**src/rtl/dm_arbiter_pkg.sv**
```systemverilog
// dm_arbiter_pkg: shared state encoding, port IDs and byte-enable helpers for the data-memory arbiter
package dm_arbiter_pkg;
  typedef enum logic [1:0] {IDLE, ISSUE, WAIT, RESP} state_t;
  localparam logic PORT_CPU = 1'b0;
  localparam logic PORT_DBG = 1'b1;
  localparam logic [3:0] BE_WORD = 4'b1111;
  function automatic logic [3:0] wr_mask(input logic we, input logic [3:0] be);
    return we ? be : 4'b0000;
  endfunction
endpackage

```
**src/rtl/dm_arbiter_if.sv**
```systemverilog
// dm_arbiter_if: one requester's access port into the data-memory arbiter
interface dm_arbiter_if #(
  parameter int AW = 16,
  parameter int DW = 32
);
  logic          req;
  logic          we;
  logic [3:0]    be;
  logic [AW-1:0] addr;
  logic [DW-1:0] wdata;
  logic [DW-1:0] rdata;
  logic          done;
  modport master (output req, we, be, addr, wdata, input rdata, done);
  modport slave (input req, we, be, addr, wdata, output rdata, done);
endinterface

```
**src/rtl/dm_arbiter_rr2.sv**
```systemverilog
// dm_arbiter_rr2: two-input round-robin picker; on a tie the port that was not served last wins
module dm_arbiter_rr2
  import dm_arbiter_pkg::*;
(
  input  logic [1:0] req,
  input  logic       last,
  output logic [1:0] gnt
);
  assign gnt[0] = req[0] & (~req[1] | last == PORT_DBG);
  assign gnt[1] = req[1] & (~req[0] | last == PORT_CPU);
endmodule

```
**src/rtl/dm_arbiter.sv**
```systemverilog
// dm_arbiter: serialises CPU and debug accesses onto the single data-memory port
module dm_arbiter
  import dm_arbiter_pkg::*;
#(
  parameter int AW = 16,
  parameter int DW = 32,
  parameter int MEM_LAT = 0
) (
  input  logic          Clk,
  input  logic          Reset,
  dm_arbiter_if.slave   cpu,
  dm_arbiter_if.slave   dbg,
  output logic          cpu_stall,
  output logic          mem_en,
  output logic [3:0]    mem_we,
  output logic [AW-1:0] mem_addr,
  output logic [DW-1:0] mem_wdata,
  input  logic [DW-1:0] mem_rdata,
  output logic          arb_busy
);
  localparam logic [1:0] LAT_INIT = 2'(MEM_LAT == 0 ? 0 : MEM_LAT - 1);
  state_t     state;
  logic       owner, last_gnt, cap;
  logic [1:0] gnt, cnt;
  dm_arbiter_rr2 u_rr (
    .req ({dbg.req, cpu.req}),
    .last(last_gnt),
    .gnt (gnt)
  );
  // mem_addr/mem_wdata double as the latched request fields
  assign cap       = (state == ISSUE && MEM_LAT == 0) || (state == WAIT && cnt == 2'd0);
  assign cpu_stall = cpu.req & ~cpu.done;
  assign arb_busy  = state != IDLE;
  always_ff @(posedge Clk or posedge Reset)
    if (Reset) begin
      state     <= IDLE;
      owner     <= PORT_CPU;
      last_gnt  <= PORT_DBG;
      cnt       <= 2'd0;
      mem_en    <= 1'b0;
      mem_we    <= 4'b0000;
      mem_addr  <= '0;
      mem_wdata <= '0;
      cpu.rdata <= '0;
      dbg.rdata <= '0;
      cpu.done  <= 1'b0;
      dbg.done  <= 1'b0;
    end else begin
      case (state)
        IDLE: if (|gnt) begin
          owner     <= gnt[1];
          mem_en    <= 1'b1;
          mem_we    <= gnt[1] ? wr_mask(dbg.we, dbg.be) : wr_mask(cpu.we, cpu.be);
          mem_addr  <= gnt[1] ? dbg.addr : cpu.addr;
          mem_wdata <= gnt[1] ? dbg.wdata : cpu.wdata;
          state     <= ISSUE;
        end
        ISSUE: begin
          mem_en <= 1'b0;
          mem_we <= 4'b0000;
          cnt    <= LAT_INIT;
          state  <= MEM_LAT == 0 ? RESP : WAIT;
        end
        WAIT: begin
          cnt <= cnt - 2'd1;
          if (cnt == 2'd0) state <= RESP;
        end
        RESP: begin
          cpu.done <= 1'b0;
          dbg.done <= 1'b0;
          last_gnt <= owner;
          state    <= IDLE;
        end
      endcase
      if (cap) begin
        if (owner) dbg.rdata <= mem_rdata;
        else cpu.rdata <= mem_rdata;
        cpu.done <= ~owner;
        dbg.done <= owner;
      end
    end
endmodule

```
**src/flat_wrapper.sv**
```systemverilog
// flat-port wrapper written by rule: the top's interface ports become plain ports
module dm_arbiter_flat import dm_arbiter_pkg::*;
#(
  parameter int AW = 16,
  parameter int DW = 32,
  parameter int MEM_LAT = 0
)
  (Clk, Reset, cpu_stall, mem_en, mem_we, mem_addr, mem_wdata, mem_rdata, arb_busy, cpu_req, cpu_we, cpu_be, cpu_addr, cpu_wdata, cpu_rdata, cpu_done, dbg_req, dbg_we, dbg_be, dbg_addr, dbg_wdata, dbg_rdata, dbg_done);
  dm_arbiter_if #(.AW(AW), .DW(DW)) cpu_i ();
  dm_arbiter_if #(.AW(AW), .DW(DW)) dbg_i ();
  input  logic Clk;
  input  logic Reset;
  output logic cpu_stall;
  output logic mem_en;
  output logic [3:0] mem_we;
  output logic [AW-1:0] mem_addr;
  output logic [DW-1:0] mem_wdata;
  input  logic [DW-1:0] mem_rdata;
  output logic arb_busy;
  input wire logic [$bits(cpu_i.req)-1:0] cpu_req;
  input wire logic [$bits(cpu_i.we)-1:0] cpu_we;
  input wire logic [$bits(cpu_i.be)-1:0] cpu_be;
  input wire logic [$bits(cpu_i.addr)-1:0] cpu_addr;
  input wire logic [$bits(cpu_i.wdata)-1:0] cpu_wdata;
  output wire logic [$bits(cpu_i.rdata)-1:0] cpu_rdata;
  output wire logic [$bits(cpu_i.done)-1:0] cpu_done;
  input wire logic [$bits(dbg_i.req)-1:0] dbg_req;
  input wire logic [$bits(dbg_i.we)-1:0] dbg_we;
  input wire logic [$bits(dbg_i.be)-1:0] dbg_be;
  input wire logic [$bits(dbg_i.addr)-1:0] dbg_addr;
  input wire logic [$bits(dbg_i.wdata)-1:0] dbg_wdata;
  output wire logic [$bits(dbg_i.rdata)-1:0] dbg_rdata;
  output wire logic [$bits(dbg_i.done)-1:0] dbg_done;
  assign cpu_i.req = cpu_req;
  assign cpu_i.we = cpu_we;
  assign cpu_i.be = cpu_be;
  assign cpu_i.addr = cpu_addr;
  assign cpu_i.wdata = cpu_wdata;
  assign cpu_rdata = cpu_i.rdata;
  assign cpu_done = cpu_i.done;
  assign dbg_i.req = dbg_req;
  assign dbg_i.we = dbg_we;
  assign dbg_i.be = dbg_be;
  assign dbg_i.addr = dbg_addr;
  assign dbg_i.wdata = dbg_wdata;
  assign dbg_rdata = dbg_i.rdata;
  assign dbg_done = dbg_i.done;
  dm_arbiter #(.AW(AW), .DW(DW), .MEM_LAT(MEM_LAT)) u_core (.Clk(Clk), .Reset(Reset), .cpu(cpu_i), .dbg(dbg_i), .cpu_stall(cpu_stall), .mem_en(mem_en), .mem_we(mem_we), .mem_addr(mem_addr), .mem_wdata(mem_wdata), .mem_rdata(mem_rdata), .arb_busy(arb_busy));
endmodule
```
**config.mk**
```make
export PLATFORM = sky130hd
export DESIGN_NAME = dm_arbiter_flat
export DESIGN_NICKNAME = d
export VERILOG_FILES = /design/src/rtl/dm_arbiter_pkg.sv /design/src/rtl/dm_arbiter_if.sv /design/src/rtl/dm_arbiter_rr2.sv /design/src/rtl/dm_arbiter.sv /design/src/flat_wrapper.sv
export SDC_FILE = /design/constraint.sdc
export NUM_CORES = 1
export LEC_CHECK = 0
export ABC_AREA = 1
export BUFFER_PORTS_ARGS = -buffer_cell sky130_fd_sc_hd__buf_2
export CAP_MARGIN = 40
export CORE_UTILIZATION = 42
export CTS_CLUSTER_DIAMETER = 100
export DETAILED_ROUTE_END_ITERATION = 10
export HOLD_SLACK_MARGIN = 0.12
export PLACE_DENSITY = 0.76
export SLEW_MARGIN = 25
export SYNTH_ARGS = -nofsm -noshare
export SYNTH_HDL_FRONTEND = slang
export SYNTH_SLANG_ARGS = --single-unit
```
**constraint.sdc**
```tcl
create_clock -name Clk -period 3.9 [get_ports Clk]
set_clock_uncertainty 0.05 [all_clocks]
set_input_delay 0.78 -clock Clk [delete_from_list [all_inputs] [get_ports Clk]]
set_output_delay 0.78 -clock Clk [all_outputs]
set_load 0.1 [all_outputs]
```
# After elaboration in Yosys (flattened, before gate mapping)
# Index checks and enable logic that the tools add are counted.
dict set report totals {
  regBits 125
}
dict set report op_classes {
  muxes 16
  addsub 1
  n_eq_ne 5
  reduce_logical 14
  n_bitwise 10
}
# cell n
set op_table {}
lappend op_table {{$mux 32} 1}
lappend op_table {{$mux 16} 1}
lappend op_table {{$mux 4} 4}
lappend op_table {{$reduce_and 2->1} 5}
lappend op_table {{$pmux 2 s4} 1}
lappend op_table {{$pmux 4 s2} 1}
lappend op_table {{$reduce_bool 2->1} 4}
lappend op_table {{$not 1->1} 5}
lappend op_table {{$eq 2x2->1 const B} 2}
lappend op_table {{$logic_not 2->1} 2}
lappend op_table {{$mux 1} 4}
lappend op_table {{$mux 2} 2}
lappend op_table {{$pmux 2 s2} 1}
lappend op_table {{$and 1x1->1} 3}
lappend op_table {{$eq 2x1->1 const B} 1}
lappend op_table {{$ne 2x1->1 const B} 1}
lappend op_table {{$ne 2x2->1 const B} 1}
lappend op_table {{$or 1x1->1} 2}
lappend op_table {{$pmux 1 s2} 1}
lappend op_table {{$reduce_or 2->1} 1}
lappend op_table {{$sub 2x1->2 const B} 1}
lappend op_table {{$logic_and 1x1->1} 1}
lappend op_table {{$logic_or 1x1->1} 1}

# Longest topological paths before layout
dict set report logic_depth {
  ltp_word 6
  mapped_depth 8
  depth_no_buf 7
}

# Cells and area by module
# Synthesis repeated with hierarchy kept, for this count alone.
dict set report unflattened {
  cells_unflattened 689
  hier_area_um2 5764.3
}
# module area_per_inst_um2 seq_area_each_um2 n_inst cells_per_inst
set modules_own_cells {}
lappend modules_own_cells {dm_arbiter 5736.8 3129.3 1 685}
lappend modules_own_cells {dm_arbiter_rr2 27.5 0.0 1 4}

# Worst setup path before layout
# No wires, ideal clock.
dict set report synth_path {
  path_type {register to output}
  from {register u_core.cpu.done}
  to {output port cpu_stall}
  n_path_buf 0
  arrival_ns 2.156
  t_required_ns 3.070
  path_slack_ns 0.914
  path_stages_with_launch 2
  path_cell_list {dfrtp_1 > nor2_1}
}
dict set report synth_between {
  elab_chain_cells 2
}
# item line
set synth_rtl {}
lappend synth_rtl {{from (decl)} dm_arbiter_if.sv:14} ;# modport slave (input req, we, be, addr, wdata, output rdata, done);
lappend synth_rtl {{$not 1->1} dm_arbiter.sv:32} ;# assign cpu_stall = cpu.req & ~cpu.done;
lappend synth_rtl {{$and 1x1->1} dm_arbiter.sv:32}
lappend synth_rtl {{to (decl)} flat_wrapper.sv:13} ;# output logic cpu_stall;
# No other way between the ends.

# Final worst setup path
dict set report layout_path {
  from {register u_core.state[0]}
  to {output port arb_busy}
}
dict set report layout_between {
  elab_chain_cells 1
}
# item line
set layout_rtl {}
lappend layout_rtl {{from (decl)} dm_arbiter.sv:22} ;# state_t state;
lappend layout_rtl {{from (signal assigned)} dm_arbiter.sv:62} ;# state <= MEM_LAT == 0 ? RESP : WAIT;
lappend layout_rtl {{$reduce_bool 2->1} dm_arbiter.sv:33} ;# assign arb_busy = state != IDLE;
lappend layout_rtl {{to (decl)} flat_wrapper.sv:19} ;# output logic arb_busy;
# No other way between the ends.

==> impl_metrics.py <==
metrics = {
    "clock_network": {
        "cts_resized": 0,
        "clk_latency_ns": 0.41,
        "h-tree-depth": 4,
        "cts_setup_buffers": 0,
        "clk_pin_slew_ns": 0.05,
        "cts_buffers": 17,
        "cts_tree": "done",
        "cts_hold_buf": 0,
        "ctsRootBufferMaster": "clkbuf_16",
        "clkSinkCount": 125,
        "clock_path_buffers": 2,
    },
    "logic_synthesis": {
        "async_reset_ff_share_pct": 100.0,
        "synth_warnings": 0,
        "syn_nets": 872,
        "dominantRegCellSynth": "dfrtp_1",
        "yosys_register_bits": 125,
        "synth_area_leader_cell": "dfrtp_1",
        "postSynthAreaPerCell_um2": 7.780,
        "synth.area.top_cells": "dfrtp_1 55%, nand2_1 31%, nand3_1 5.8%",
        "ys_types": 20,
        "synth.top_cells.by_count": "460 x nand2_1, 124 x dfrtp_1, 65 x nand3_1, 15 x buf_2, 12 x buf_4",
        "synth_edf_count": 0,
        "syn_inst": 724,
        "syn_area_um2": 5633,
        "synth_compound_area_share_pct": 0.9996,
        "synthAdderAreaFrac_pct": 1.333,
        "post_synth_xor_area_fraction_pct": 0,
        "yosysSeqAreaShare_pct": 55.55,
        "yosysMostFrequentCell": "nand2_1",
        "synth_top_family_by_area": "simple AND/OR/NAND/NOR gates",
        "synth_top_cell_area_share_pct": 55.09,
        "synthSimpleGateAreaFrac_pct": 37.32,
        "muxShareOfSynthArea_pct": 0,
    },
    "floorplanning": {
        "initial_core_util_pct": 43.92,
        "dieWidth_um": 117.8,
        "die_h_um": 117.8,
        "ios": 263,
        "core.rowCount": 41,
        "die-area_um2": 13880,
        "core_area_um2": 12820,
    },
    "sta": {
        "slew_headroom_pct": 47.99,
        "rsz0062_at_grt": "no",
        "setup_viol_count_final": 0,
        "fmax_mhz": 387.0,
        "post-route-min-period_ns": 2.584,
        "tightest_slew_ns": 0.7790,
        "period_share_pct": 66.26,
        "hold_viol_final": 0,
        "tns_ns": 0,
        "drv_slew": 0,
    },
    "global_routing": {
        "grt_usage_pct": 23.12,
        "grt_pass1_vias": 5152,
        "grt_pass1_wl_mm": 25.43,
        "antenna_found_initial": 0,
        "grt.overflow.total": 0,
        "grt_max_degree": 126,
    },
    "final_layout": {
        "nNetsFinal": 1121,
        "area_growth_pct": 35.32,
        "n_antenna_cell": 0,
        "layout-drive-gt1-share_pct": 31.74,
        "multi_input_area_um2": 2241,
        "seqCellArea_um2": 3129,
        "fillers": 1215,
    },
    "routing": {
        "totalWireLength_mm": 15.42,
        "first_iter_violations": 303,
        "vias": 5445,
        "remaining_drc_errors": 0,
        "viasPerCell": 4.702,
        "ant_nets": 0,
        "post_drt_wl_per_cell_um": 13.31,
        "dr.pass1.iters": 5,
    },
    "setup_path": {
        "cp_cell_sequence": "inv_1, ha_1, inv_1, buf_2",
        "worstSetupEndpointType": "output pin",
        "cp.depth": 4,
        "cp.arrival_ns": 1.75,
        "path_class": "register to output pin",
        "critPathSlowestCell": "buf_2",
        "crit_top_cell": "inv_1",
        "rr_startpoint": "u_core.state[0]",
        "cp_top_family": "buffers and inverters",
        "r2r-end": "u_core.cpu.rdata[6]",
        "crit_buf_inv": 3,
        "ff2ff_path_depth": 7,
        "worst-path-max-fanout": 5,
        "crit_required_ns": 3.07,
        "start_kind": "register",
        "rrSetupSlack_ns": 1.95,
        "setup.worst_path.start": "u_core.state[0]",
        "cpPeakStageDelay_ns": 0.44,
        "worstSetupEndpoint": "arb_busy",
    },
    "flow_run": {
        "maxCapViolCount": 0,
    },
    "hold_path": {
        "hp-class": "register to register",
    },
    "run_status": {
        "run_status": "finished clean",
    },
    "placement": {
        "port_buffers": 262,
        "dp_hpwl_mm": 10.67,
        "globalplace.congestion": 0.8298,
    },
}
-- stage by stage --
| stage | util (%) | cells | area (um2) | hold slack [ns] | worst slack (ns) |
|---|---|---|---|---|---|
| floorplan | - | 724 | 5637 | 0.4219 | 0.9145 |
| global placement | 54.60 | 1125 | 7003 | 0.3988 | 1.556 |
| detailed placement | 54.76 | 1126 | 7023 | 0.4030 | 1.559 |
| CTS | 59.43 | 1158 | 7622 | 0.4171 | 1.290 |
| global route | 59.43 | 1158 | 7622 | 0.4272 | 1.219 |
| finish | 59.43 | 1158 | 7622 | 0.4128 | 1.316 |
-- metal layers --
metal / wire length (um) / GRT usage [%] / vias to the layer above
li1: - / - / 2731
met1: 6317 / 27.26 / 2430
met2: 7370 / 38.49 / 242
met3: 1254 / 7.413 / 42
met4: 473 / 10.18 / 0
met5: 0 / 0 / -
-- placed cells by master (no fill, tap or decap), drive strengths merged --
cell        n
nor3        1
nor2        4
dfstp       1
o22ai       1
ha          6
buf       269
nand3      65
clkinvlp    5
dfrtp     124
bufinv      3
inv        12
clkinv      6
nand2     464
clkbuf     18
a21oi       1
o21ai       6
-- cells by family after synthesis --
kind of cell / Yosys count
AO/OA/AOI/OAI: 8
adder cells (fa/ha/maj): 6
flip-flops: 125
buffers and inverters: 51
AND/OR/NAND/NOR: 534
-- registers in the layout, summed over array words and instances (netlist names) --
| name | count |
|---|---|
| u_core.cpu.rdata | 32 |
| u_core.dbg.rdata | 32 |
| u_core.mem_wdata | 32 |
| u_core.mem_addr | 16 |
| u_core.mem_we | 4 |
| u_core.cnt | 2 |
| u_core.state | 2 |
| u_core.cpu.done | 1 |
| u_core.dbg.done | 1 |
| u_core.last_gnt | 1 |
| u_core.mem_en | 1 |
| u_core.owner | 1 |
-- worst min-delay path, cell delays in order, from the launching register on --
cell and delay, ns:
dfrtp_1 0.33, nand2_1 0.05, nand2_1 0.05
-- final cells by class --
class	count	area share, %
timing repair buffer	269	18.22
clock inverter	14	2.232
multi-input combinational	548	29.40
tap	172	2.823
inverter	12	0.6402
clock buffer	18	5.630
sequential	125	41.05
-- worst min path at each step --
stage                                    start                    to  slack, ns  depth (start not counted)
final                     u_core.dbg.rdata[25]  u_core.dbg.rdata[25]       0.41                          2
after global routing      u_core.dbg.rdata[25]  u_core.dbg.rdata[25]       0.43                          2
after CTS                 u_core.cpu.rdata[27]  u_core.cpu.rdata[27]       0.42                          2
after detailed placement  u_core.cpu.rdata[27]  u_core.cpu.rdata[27]       0.40                          2
after global placement    u_core.dbg.rdata[18]  u_core.dbg.rdata[18]       0.40                          2
after floorplan                u_core.last_gnt       u_core.last_gnt       0.42                          2
Power is not shown: default switching activity piles up to over one toggle a cycle in this logic, so the estimate is an artifact.
